===== src/rtl/bram_port_arbiter.sv =====
`default_nettype none
// ============================================================================
// Module   : bram_port_arbiter
// Brief    : Two-requester arbiter sharing one simple-dual-port BRAM, with
//            independent write/read arbitration and write-first bypass.
// Revision : 1.0 - initial release
// ============================================================================
module bram_port_arbiter #(
    parameter int DWIDTH = 9,
    parameter int DEPTH  = 2048,
    parameter int AWIDTH = 11
) (
    input  logic              clk,
    input  logic              rst_n,
    input  logic              req0,
    input  logic              req1,
    input  logic              we0,
    input  logic              we1,
    input  logic [AWIDTH-1:0] addr0,
    input  logic [AWIDTH-1:0] addr1,
    input  logic [DWIDTH-1:0] wdata0,
    input  logic [DWIDTH-1:0] wdata1,
    output logic              gnt0,
    output logic              gnt1,
    output logic              rvalid0,
    output logic              rvalid1,
    output logic [DWIDTH-1:0] rdata,
    output logic              bram_ena,
    output logic              bram_wea,
    output logic [AWIDTH-1:0] bram_addra,
    output logic [DWIDTH-1:0] bram_dla,
    output logic              bram_enb,
    output logic [AWIDTH-1:0] bram_addrb,
    input  logic [DWIDTH-1:0] bram_dob
);

    // Reject geometries the address bus cannot reach.
    if (DEPTH > (1 << AWIDTH)) begin : g_depth_overflow
        $error("bram_port_arbiter: DEPTH exceeds 2**AWIDTH");
    end

    logic              r_wprio;
    logic              r_rprio;
    logic              w_wcand0;
    logic              w_wcand1;
    logic              w_rcand0;
    logic              w_rcand1;
    logic              w_wgnt0;
    logic              w_wgnt1;
    logic              w_rgnt0;
    logic              w_rgnt1;
    logic              w_wgnt_any;
    logic              w_rgnt_any;
    logic [AWIDTH-1:0] w_waddr;
    logic [DWIDTH-1:0] w_wdata;
    logic [AWIDTH-1:0] w_raddr;
    logic              w_collide;
    logic              r_rtag;
    logic              r_rvalid;
    logic              r_rowner;
    logic              r_byp;
    logic [DWIDTH-1:0] r_byp_data;
    logic [DWIDTH-1:0] r_rdata_hold;
    logic [DWIDTH-1:0] w_rsel;

    // Write and read classes arbitrate independently; on contention the
    // priority bit names the winner, and any grant hands priority to the other.
    always_comb begin
        w_wcand0   = req0 & we0;
        w_wcand1   = req1 & we1;
        w_rcand0   = req0 & ~we0;
        w_rcand1   = req1 & ~we1;
        w_wgnt0    = rst_n & w_wcand0 & (~w_wcand1 | ~r_wprio);
        w_wgnt1    = rst_n & w_wcand1 & (~w_wcand0 |  r_wprio);
        w_rgnt0    = rst_n & w_rcand0 & (~w_rcand1 | ~r_rprio);
        w_rgnt1    = rst_n & w_rcand1 & (~w_rcand0 |  r_rprio);
        w_wgnt_any = w_wgnt0 | w_wgnt1;
        w_rgnt_any = w_rgnt0 | w_rgnt1;
        w_waddr    = w_wgnt1 ? addr1  : addr0;
        w_wdata    = w_wgnt1 ? wdata1 : wdata0;
        w_raddr    = w_rgnt1 ? addr1  : addr0;
    end

    assign gnt0 = w_wgnt0 | w_rgnt0;
    assign gnt1 = w_wgnt1 | w_rgnt1;

    always_ff @(posedge clk or negedge rst_n) begin
        if (!rst_n) begin
            r_wprio <= 1'b0;
            r_rprio <= 1'b0;
        end else begin
            if (w_wgnt_any) begin
                r_wprio <= ~w_wgnt1;
            end
            if (w_rgnt_any) begin
                r_rprio <= ~w_rgnt1;
            end
        end
    end

    always_ff @(posedge clk or negedge rst_n) begin
        if (!rst_n) begin
            bram_ena   <= 1'b0;
            bram_wea   <= 1'b0;
            bram_addra <= '0;
            bram_dla   <= '0;
        end else begin
            bram_ena <= w_wgnt_any;
            bram_wea <= w_wgnt_any;
            if (w_wgnt_any) begin
                bram_addra <= w_waddr;
                bram_dla   <= w_wdata;
            end
        end
    end

    always_ff @(posedge clk or negedge rst_n) begin
        if (!rst_n) begin
            bram_enb   <= 1'b0;
            bram_addrb <= '0;
            r_rtag     <= 1'b0;
        end else begin
            bram_enb <= w_rgnt_any;
            if (w_rgnt_any) begin
                bram_addrb <= w_raddr;
                r_rtag     <= w_rgnt1;
            end
        end
    end

    // BRAM is read-first on a same-address write; capture the new word instead.
    assign w_collide = bram_ena & bram_wea & bram_enb & (bram_addra == bram_addrb);

    always_ff @(posedge clk or negedge rst_n) begin
        if (!rst_n) begin
            r_rvalid   <= 1'b0;
            r_rowner   <= 1'b0;
            r_byp      <= 1'b0;
            r_byp_data <= '0;
        end else begin
            r_rvalid <= bram_enb;
            r_rowner <= r_rtag;
            r_byp    <= w_collide;
            if (w_collide) begin
                r_byp_data <= bram_dla;
            end
        end
    end

    always_comb begin
        w_rsel = r_byp ? r_byp_data : bram_dob;
        rdata  = r_rvalid ? w_rsel : r_rdata_hold;
    end

    always_ff @(posedge clk or negedge rst_n) begin
        if (!rst_n) begin
            r_rdata_hold <= '0;
        end else if (r_rvalid) begin
            r_rdata_hold <= w_rsel;
        end
    end

    assign rvalid0 = r_rvalid & ~r_rowner;
    assign rvalid1 = r_rvalid &  r_rowner;

endmodule
`default_nettype wire


===== config.mk =====
export PLATFORM = sky130hd
export DESIGN_NAME = bram_port_arbiter
export DESIGN_NICKNAME = d
export VERILOG_FILES = /design/src/rtl/bram_port_arbiter.sv
export SDC_FILE = /design/constraint.sdc
export NUM_CORES = 1
export LEC_CHECK = 0
export ABC_AREA = 1
export CAP_MARGIN = 10
export CORE_AREA = 3 3 88 90
export CTS_CLUSTER_DIAMETER = 40
export DETAILED_ROUTE_END_ITERATION = 16
export DIE_AREA = 0 0 91 93
export GPL_ROUTABILITY_DRIVEN = 0
export GPL_TIMING_DRIVEN = 0
export PLACE_DENSITY = 0.72
export SYNTH_ARGS = -nofsm -noshare
export SYNTH_HDL_FRONTEND = slang
export SYNTH_SLANG_ARGS = --single-unit

===== constraint.sdc =====
create_clock -name clk -period 1.7 [get_ports clk]
set_input_delay 0.34 -clock clk [delete_from_list [all_inputs] [get_ports clk]]
set_output_delay 0.34 -clock clk [all_outputs]
set_load 0.01 [all_outputs]

==> results of run 1 <==
-- worst min path at each step --
stage                 from            end  slack (ns)  cells after the start
global route         rst_n       r_rvalid        0.09                      3
global placement    r_rtag       r_rowner        0.37                      0
CTS                  rst_n        r_rprio        0.07                      3
detailed placement  r_rtag       r_rowner        0.38                      0
floorplan            rst_n  bram_addra[0]        0.04                      0
finish               rst_n  bram_addra[7]        0.09                      3
-- repair_timing --
item,in CTS,in global routing
cloned,1,0
setup buffers,10,7
resized for setup,82,7
setup endpoints to repair,14,13
hold endpoints to repair,26,0
hold buffers,4,0
pin swaps,11,9
-- cells in the mapped netlist, drive strengths merged --
master and count:
a21oi 2, buf 10, clkinv 3, dfrtp 57, inv 36, nand2 144, nand3 27, nand4 1
nor2 23, o211ai 20, o21ai 21
-- placed cells by master, fill, tap and decap left out, types with 3 or more instances in the layout --
master	instances
dlymetal6s2s_1	3
nor2_4	3
buf_2	12
inv_1	30
dfrtp_1	56
dlygate4sd2_1	5
o21ai_1	19
nor2_1	19
clkbuf_1	3
clkinv_2	4
o211ai_2	13
nand2_2	3
buf_6	6
clkbuf_8	9
clkdlybuf4s50_1	80
nand3_1	25
nand2_1	140
o211ai_1	7
buf_12	3
inv_2	6
buf_4	21
-- per-stage QoR --
step           power, mW  setup WS [ns]
5_1_grt             4.33         -0.106
3_3_place_gp        2.95          -2.69
4_1_cts             4.06         -0.126
3_5_place_dp        2.97         -0.667
2_1_floorplan       2.27          0.381
6_report            4.06        0.00628
-- routing by layer --
layer	routed length, um	up-vias	track usage (%)
li1	-	1358	-
met1	3620	1288	24.7
met2	3940	84	32.7
met3	515	6	5.47
met4	69	0	9.42
met5	0	-	0
-- state kept, by name (all words and copies together), names as in the netlist, 9 cells and up --
name          cells
bram_dla          9
bram_addrb       11
r_byp_data        9
r_rdata_hold      9
bram_addra       11
-- cell type report --
cell class	count	area share, %
buffer	10	1.98
clock buffer	12	3.15
clock inverter	4	0.466
inverter	39	3.64
multi-input combinational	238	27.0
sequential	57	33.3
tap	99	2.89
timing repair buffer	124	27.6
-- cells by family (layout without fill, tap and decap cells) --
kind of cell	after synthesis	in the layout	synth area share (%)
AND/OR/NAND/NOR	195	195	29.2
flip-flops	57	57	51.1
buffers and inverters	49	189	7.79
AO/OA/AOI/OAI	43	43	12.0
-- power by group --
group	internal [mW]	leakage [nW]	switching (mW)
Sequential	1.57	0.714	0.156
Clock	0.519	0.0839	0.525
Combinational	0.692	1.34	0.604
Total	2.78	2.14	1.28
-- worst register-to-register path, cell delays in order (launching register included) --
cell     delay [ns]
dfrtp_1        0.38
buf_4          0.12
nand2_1        0.05
a21oi_2        0.11
nand2_2        0.07
nor2_4         0.25
nand3_4        0.18
nand2_1        0.09
nand2_1        0.05
==> impl_metrics.env, run 1 <==
export IMPL_status="finished, final reports clean"
export IMPL_grt_usage_pct=20.0
export IMPL_finalSetupTns_ns=0
export IMPL_die_area_um2=8460
export IMPL_ys_types=23
export IMPL_ys_ff_latch=57
export IMPL_crit_end="rdata[3]"
export IMPL_h_tree_depth=3
export IMPL_vdd_drop_max_mv=0.465
export IMPL_regArea_um2=1430
export IMPL_p_per_area_nw_per_um2=946
export IMPL_cts_made_buffers=9
export IMPL_viasPerCell=4.69
export IMPL_worstSetupPathType="flop to primary output"
export IMPL_grt_pass1_vias=2774
export IMPL_critical_path_top_delay_family="flip-flops"
export IMPL_synth_cells=344
export IMPL_required_ns=1.36
export IMPL_cp_cell_sequence="buf_6, buf_6, o21ai_1, o21ai_1, buf_2"
export IMPL_maxCapViolations=0
export IMPL_core_area_um2=7140
export IMPL_ys_warn_count=0
export IMPL_reg2reg_to="r_byp_data[6]"
export IMPL_slew_headroom_pct=47.5
export IMPL_rsz0062_at_grt="true"
export IMPL_drive_above_1_share_pct=18.6
export IMPL_area_growth_pct=53.6
export IMPL_clk_latency_ns=0.34
export IMPL_drv_slew=0
export IMPL_drc=0
export IMPL_synth_avg_cell_area_um2=8.12
export IMPL_grt_max_degree=27
export IMPL_setup_violations=0
export IMPL_start_util_pct=39.1
export IMPL_yosysSeqAreaShare_pct=51.1
export IMPL_io_buffers=101
export IMPL_syn_nets=399
export IMPL_whs_ns=0.0921
export IMPL_antenna_found_initial=0
export IMPL_place_area_um2=3940
export IMPL_ctsRootBufferMaster="clkbuf_8"
export IMPL_dp_cells=545
export IMPL_fin_nets=534
export IMPL_clockBufferDepth=2
export IMPL_yosys_area_top_type="dfrtp_1"
export IMPL_die_height_um=93
export IMPL_finalCritPeriodShare_pct=99.6
export IMPL_first_pass_iters=4
export IMPL_fin_area_um2=4290
export IMPL_synth_top_cell_area_share_pct=51.1
export IMPL_synthTopCellsByArea="dfrtp_1 51%, nand2_1 19%, o211ai_2 5.8%"
export IMPL_timing_fmax_mhz=590
export IMPL_hp_class="primary input to asynchronous set/reset pin"
export IMPL_crit_path_end_kind="primary output"
export IMPL_ant_nets=0
export IMPL_fillers=652
export IMPL_rows=31
export IMPL_drt_iter0_markers=88
export IMPL_dp_hpwl_mm=5.82
export IMPL_cp_depth=5
export IMPL_vias=2736
export IMPL_ios=102
export IMPL_cp_slowest_stage_delay_ns=0.38
export IMPL_dieWidth_um=91
export IMPL_critPathSlowestCell="dfrtp_2"
export IMPL_power_leakage_nw=2.14
export IMPL_worst_r2r_cell_count=8
export IMPL_cp_startpoint="r_rvalid"
export IMPL_rrSetupSlack_ns=0.29
export IMPL_fin_crit_ns=1.69
export IMPL_critPathMaxFanout=5
export IMPL_critPathArrivalTime_ns=1.35
export IMPL_crit_buf_inv=3
export IMPL_drt_total_wl_mm=8.14
export IMPL_r2r_start="bram_wea"
export IMPL_startpoint_type="flop"
export IMPL_multi_input_area_um2=1160
export IMPL_synth_area_um2=2790
export IMPL_fin_util_pct=60.2
export IMPL_clkTransAtPathRegs_ns=0.07
export IMPL_grt_pass1_wl_mm=13.3
export IMPL_n_antenna_cell=0
export IMPL_worst_pin_slew_ns=0.785
export IMPL_finalNonFillerCells=583
export IMPL_cts_sinks=57
export IMPL_hold_viol_final=0
export IMPL_grt_overflow=0
export IMPL_finClkSkew_ns=0.00755
export IMPL_cts_tree="yes"
export IMPL_wire_per_inst_um=14.0
Power figures use the tool's default switching activity.
==> run 2: changes to the inputs <==
==> constraint.sdc (replaced) <==
create_clock -name clk -period 1.7 [get_ports clk]
set_input_delay 0.255 -clock clk [delete_from_list [all_inputs] [get_ports clk]]
set_output_delay 0.255 -clock clk [all_outputs]
set_load 0.01 [all_outputs]
==> run 2 against run 1 <==
Utilization down 0.58 points. First-iteration DRC count down 9.1%. Critical path depth did not move. Hold slack gained 0.16 ns. Sequential power is essentially flat. Clock-buffer cell count stayed put. Cell count down 1.0%. Wire length shrank 2.0%. Clock power is essentially flat. Non-clock buffer count shrank 6. Final area decreased by 0.96%.
==> impl_metrics.env, run 2 (synthesis gave the netlist of run 1 again) <==
export IMPL_dieWidth_um=91
export IMPL_ctsRootBufferMaster="clkbuf_8"
export IMPL_grt_pass1_vias=2713
export IMPL_die_height_um=93
export IMPL_maxCapViolations=0
export IMPL_cts_made_buffers=9
export IMPL_wire_per_inst_um=13.8
export IMPL_drive_above_1_share_pct=17.6
export IMPL_finClkSkew_ns=0.00832
export IMPL_timing_fmax_mhz=596
export IMPL_clockBufferDepth=2
export IMPL_grt_max_degree=32
export IMPL_power_leakage_nw=2.09
export IMPL_startpoint_type="flop"
export IMPL_viasPerCell=4.70
export IMPL_whs_ns=0.255
export IMPL_seqPwrFrac_pct=42.6
export IMPL_cts_sinks=57
export IMPL_intPower_mw=2.77
export IMPL_cts_tree="yes"
export IMPL_required_ns=1.44
export IMPL_finalNonFillerCells=577
export IMPL_grt_overflow=0
export IMPL_first_pass_iters=4
export IMPL_vias=2714
export IMPL_hold_viol_final=0
export IMPL_critPathArrivalTime_ns=1.42
export IMPL_total_power_mw=4.05
export IMPL_dp_hpwl_mm=5.82
export IMPL_largestRegisters="bram_addra (11), bram_addrb (11)"
export IMPL_drv_slew=0
export IMPL_final_cell_mix="140 x nand2_1, 84 x clkdlybuf4s50_1, 56 x dfrtp_1"
export IMPL_p_switching_mw=1.28
export IMPL_ant_nets=0
export IMPL_clkPwrFrac_pct=25.8
export IMPL_n_antenna_cell=0
export IMPL_h_tree_depth=3
export IMPL_final_common_cell="nand2_1"
export IMPL_finalCritPeriodShare_pct=98.7
export IMPL_pre_cts_slack_ns=-0.497
export IMPL_area_growth_pct=52.2
export IMPL_fillers=641
export IMPL_worst_pin_slew_ns=0.347
export IMPL_switching_share_pct=31.6
export IMPL_fin_crit_ns=1.68
export IMPL_grt_usage_pct=19.6
export IMPL_hp_class="primary input to flop"
export IMPL_start_util_pct=39.1
export IMPL_grt_pass1_wl_mm=13.0
export IMPL_crit_path_end_kind="primary output"
export IMPL_drt_iter0_markers=80
export IMPL_status="finished, final reports clean"
export IMPL_setup_violations=0
export IMPL_rows=31
export IMPL_antenna_found_initial=0
export IMPL_p_comb_share_pct=31.6
export IMPL_dp_cells=545
export IMPL_worstSetupPathType="flop to primary output"
export IMPL_drt_total_wl_mm=7.98
export IMPL_ios=102
export IMPL_rrSetupSlack_ns=0.32
export IMPL_slew_headroom_pct=76.7
export IMPL_rsz0062_at_grt="true"
export IMPL_fin_nets=528
export IMPL_vdd_drop_max_mv=0.466
export IMPL_core_area_um2=7140
export IMPL_critPathMaxFanout=10
export IMPL_io_buffers=101
export IMPL_fin_ws_ns=0.0219
export IMPL_drc=0
export IMPL_p_per_area_nw_per_um2=951
export IMPL_die_area_um2=8460
export IMPL_fin_util_pct=59.6
export IMPL_clkTransAtPathRegs_ns=0.06
export IMPL_clk_latency_ns=0.34
## run 2: cell count changes in the layout (fill, tap and decap cells not counted), moves of 3 or more
cell / before / now
o21ai_1: 19 / 11
o21ai_0: 2 / 8
buf_2: 12 / 7
clkdlybuf4s50_1: 80 / 84
buf_6: 6 / 3
## run 2: power groups by stage
stage / combinational (mW) / sequential, mW / clock, mW
finish: 1.28 / 1.72 / 1.04
detailed placement: 1.23 / 1.74 / 0
floorplan: 0.485 / 1.78 / 0
CTS: 1.26 / 1.72 / 1.07
global route: 1.40 / 1.75 / 1.15
global placement: 1.21 / 1.74 / 0
## run 2: area by class of cell
| cell class | count | area (um^2) | share of cell area (%) |
|---|---|---|---|
| repair buffers | 118 | 1140 | 26.8 |
| plain buffers | 10 | 81.3 | 1.91 |
| multi-input cells | 238 | 1170 | 27.5 |
| clock buffers | 12 | 135 | 3.18 |
| well taps | 99 | 124 | 2.91 |
| flip-flops and latches | 57 | 1430 | 33.6 |
| inverters | 39 | 156 | 3.68 |
| clock inverters | 4 | 20.0 | 0.471 |
## run 2: metal layers
layer | vias up | global-route usage, % | routed length [um]
li1 | 1348 | - | -
met1 | 1265 | 24.5 | 3540
met2 | 90 | 31.4 | 3770
met3 | 11 | 5.39 | 545
met4 | 0 | 9.55 | 129
met5 | - | 0 | 0
## run 2: worst max-delay path, stage by stage, from the launching register on
cell and delay, ns:
dfrtp_1 0.36, clkbuf_4 0.18, clkinv_4 0.09, nor2_1 0.04, o21ai_1 0.17, clkdlybuf4s15_2 0.25
## run 2: worst paths after layout
| path | cells past startpoint | startpoint | end |
|---|---|---|---|
| min reg2reg | 0 | bram_enb | r_rvalid |
| min | 3 | rst_n | r_wprio |
| max in group asynchronous | 3 | rst_n | bram_dla[7] |
| min in group asynchronous | 3 | rst_n | bram_addra[7] |
| max reg2reg | 8 | bram_addra[8] | r_byp_data[4] |
| max | 5 | r_byp | rdata[7] |
## run 2: metrics by stage
step                      TNS (ns)  area (um^2)
after floorplan                  0         2790
after global placement     -164.63         3930
after detailed placement     -5.73         3940
after CTS                 -0.00723         4190
after global routing       -0.0435         4250
final                            0         4250
## run 2: timing repair
item                                    4_1_cts  5_1_grt
hold buffers                                  2        0
pin swaps                                     6        7
gates resized for setup                      52       16
setup buffers                                 5        8
endpoints found under the setup margin       13       10
hold endpoints to repair                     26        0
gates cloned                                  1        0
==> run 3: changes to the inputs <==
Settings changed: CORE_AREA 3 3 88 90 to 5 5 90 92, CTS_CLUSTER_SIZE set to 28, DIE_AREA 0 0 91 93 to 0 0 95 97.
==> run 3 against run 2 <==
Maximum frequency up 2.1%. Largest cell class unchanged. Worst setup slack better by 0.035 ns. Via count fell by 0.29%. Cell count decreased by 1.2%. Critical path depth down 1.
==> impl_metrics.env, run 3 (synthesis gave the netlist of run 1 again) <==
export IMPL_die_area_um2=9220
export IMPL_die_height_um=97
export IMPL_grt_usage_pct=18.5
export IMPL_start_util_pct=39.1
export IMPL_power_leakage_nw=2.09
export IMPL_dieWidth_um=95
export IMPL_status="finished, final reports clean"
export IMPL_timing_fmax_mhz=608
export IMPL_h_tree_depth=3
export IMPL_finClkSkew_ns=0.00486
export IMPL_drv_slew=0
export IMPL_cts_tree="yes"
export IMPL_io_buffers=101
export IMPL_rsz0062_at_grt="true"
export IMPL_critPathMaxFanout=10
export IMPL_hold_viol_final=0
export IMPL_clockBufferDepth=2
export IMPL_ctsRootBufferMaster="clkbuf_8"
export IMPL_critPathArrivalTime_ns=1.39
export IMPL_fin_crit_ns=1.64
export IMPL_drc=0
export IMPL_core_area_um2=7140
export IMPL_first_pass_iters=4
export IMPL_worstSetupPathType="flop to primary output"
export IMPL_worst_r2r_cell_count=8
export IMPL_ant_nets=0
export IMPL_grt_pass1_wl_mm=13.4
export IMPL_finalCritPeriodShare_pct=96.7
export IMPL_clkTransAtPathRegs_ns=0.06
export IMPL_viasPerCell=4.75
export IMPL_drt_iter0_markers=71
export IMPL_drt_total_wl_mm=8.07
export IMPL_p_per_area_nw_per_um2=1010
export IMPL_wire_per_inst_um=14.2
export IMPL_grt_pass1_vias=2777
export IMPL_setup_violations=0
export IMPL_cts_sinks=57
export IMPL_grt_overflow=0
export IMPL_largestRegisters="bram_addra (11), bram_addrb (11)"
export IMPL_dp_cells=545
export IMPL_hp_class="primary input to flop"
export IMPL_cts_made_buffers=9
export IMPL_drive_above_1_share_pct=17.0
export IMPL_fin_nets=521
export IMPL_area_growth_pct=52.5
export IMPL_r2r_start="bram_addrb[8]"
export IMPL_grt_max_degree=32
export IMPL_required_ns=1.44
export IMPL_vias=2706
export IMPL_slew_headroom_pct=75.2
export IMPL_crit_path_end_kind="primary output"
export IMPL_clk_latency_ns=0.33
export IMPL_ios=102
export IMPL_startpoint_type="flop"
export IMPL_min_delay_start="rst_n"
export IMPL_cp_startpoint="r_byp"
export IMPL_rows=31
export IMPL_hold_depth=3
export IMPL_whs_ns=0.250
export IMPL_finalNonFillerCells=570
export IMPL_vdd_drop_max_mv=0.465
export IMPL_n_antenna_cell=0
export IMPL_dp_hpwl_mm=6.01
export IMPL_maxCapViolations=0
export IMPL_worst_pin_slew_ns=0.370
export IMPL_final_common_cell="nand2_1"
export IMPL_antenna_found_initial=0
export IMPL_final_cell_mix="140 x nand2_1, 83 x clkdlybuf4s50_1, 56 x dfrtp_1"
==> run 3: path summary, 6_finish.rpt <==
path                            endpoint  slack (ns)
setup reg to reg           r_byp_data[0]        0.28
max in group asynchronous          r_byp        0.94
setup / recovery                rdata[2]        0.06
min in group asynchronous    bram_dla[1]        0.58
hold / removal                   r_wprio        0.25
hold reg to reg                 r_rowner        0.40
==> run 3: repair_timing <==
| action | in CTS | in global routing |
|---|---|---|
| hold endpoints to repair | 26 | 0 |
| resized for setup | 47 | 20 |
| setup buffers | 2 | 5 |
| pin swaps | 3 | 9 |
| setup endpoints to repair | 13 | 11 |
| hold buffers | 2 | 0 |
==> run 3: routing by layer <==
layer / vias to the layer above / share of wire, % / track usage (%)
met2: 104 / 46 / 28.9
met4: 0 / 1.8 / 7.44
met1: 1253 / 44 / 23.2
met3: 17 / 7.9 / 6.13
li1: 1332 / - / -
met5: - / 0 / 0
==> run 3: where the power goes <==
group | internal, mW | switching [mW] | leakage [nW]
registers | 1.57 | 0.155 | 0.714
clock network | 0.796 | 0.520 | 0.107
logic | 0.647 | 0.599 | 1.27
==> run 3: worst max-delay path, stage by stage (launching register included) <==
cell,delay (ns)
dfrtp_1,0.36
buf_4,0.17
o21ai_0,0.22
o21ai_2,0.09
clkdlybuf4s15_2,0.22
==> run 3: cell type report <==
class | instances | area, um^2
buffer | 10 | 81.3
clock buffer | 14 | 173
clock inverter | 2 | 35.0
fill | 647 | 2880
inverter | 39 | 156
multi-input combinational | 238 | 1180
sequential | 57 | 1430
tap | 99 | 124
timing repair buffer | 111 | 1090
==> run 3: through the flow <==
step | util, % | power, mW | setup slack [ns] | cell area (um^2) | setup TNS (ns)
2_1_floorplan | - | 2.27 | 0.466 | 2790 | 0
3_3_place_gp | 55.0 | 2.95 | -2.52 | 3930 | -164.84
3_5_place_dp | 55.3 | 2.98 | -0.481 | 3940 | -5.17
4_1_cts | 59.1 | 4.30 | 0.00762 | 4220 | 0
5_1_grt | 59.7 | 4.52 | -0.00106 | 4260 | -0.00106
6_report | 59.7 | 4.29 | 0.0564 | 4260 | 0
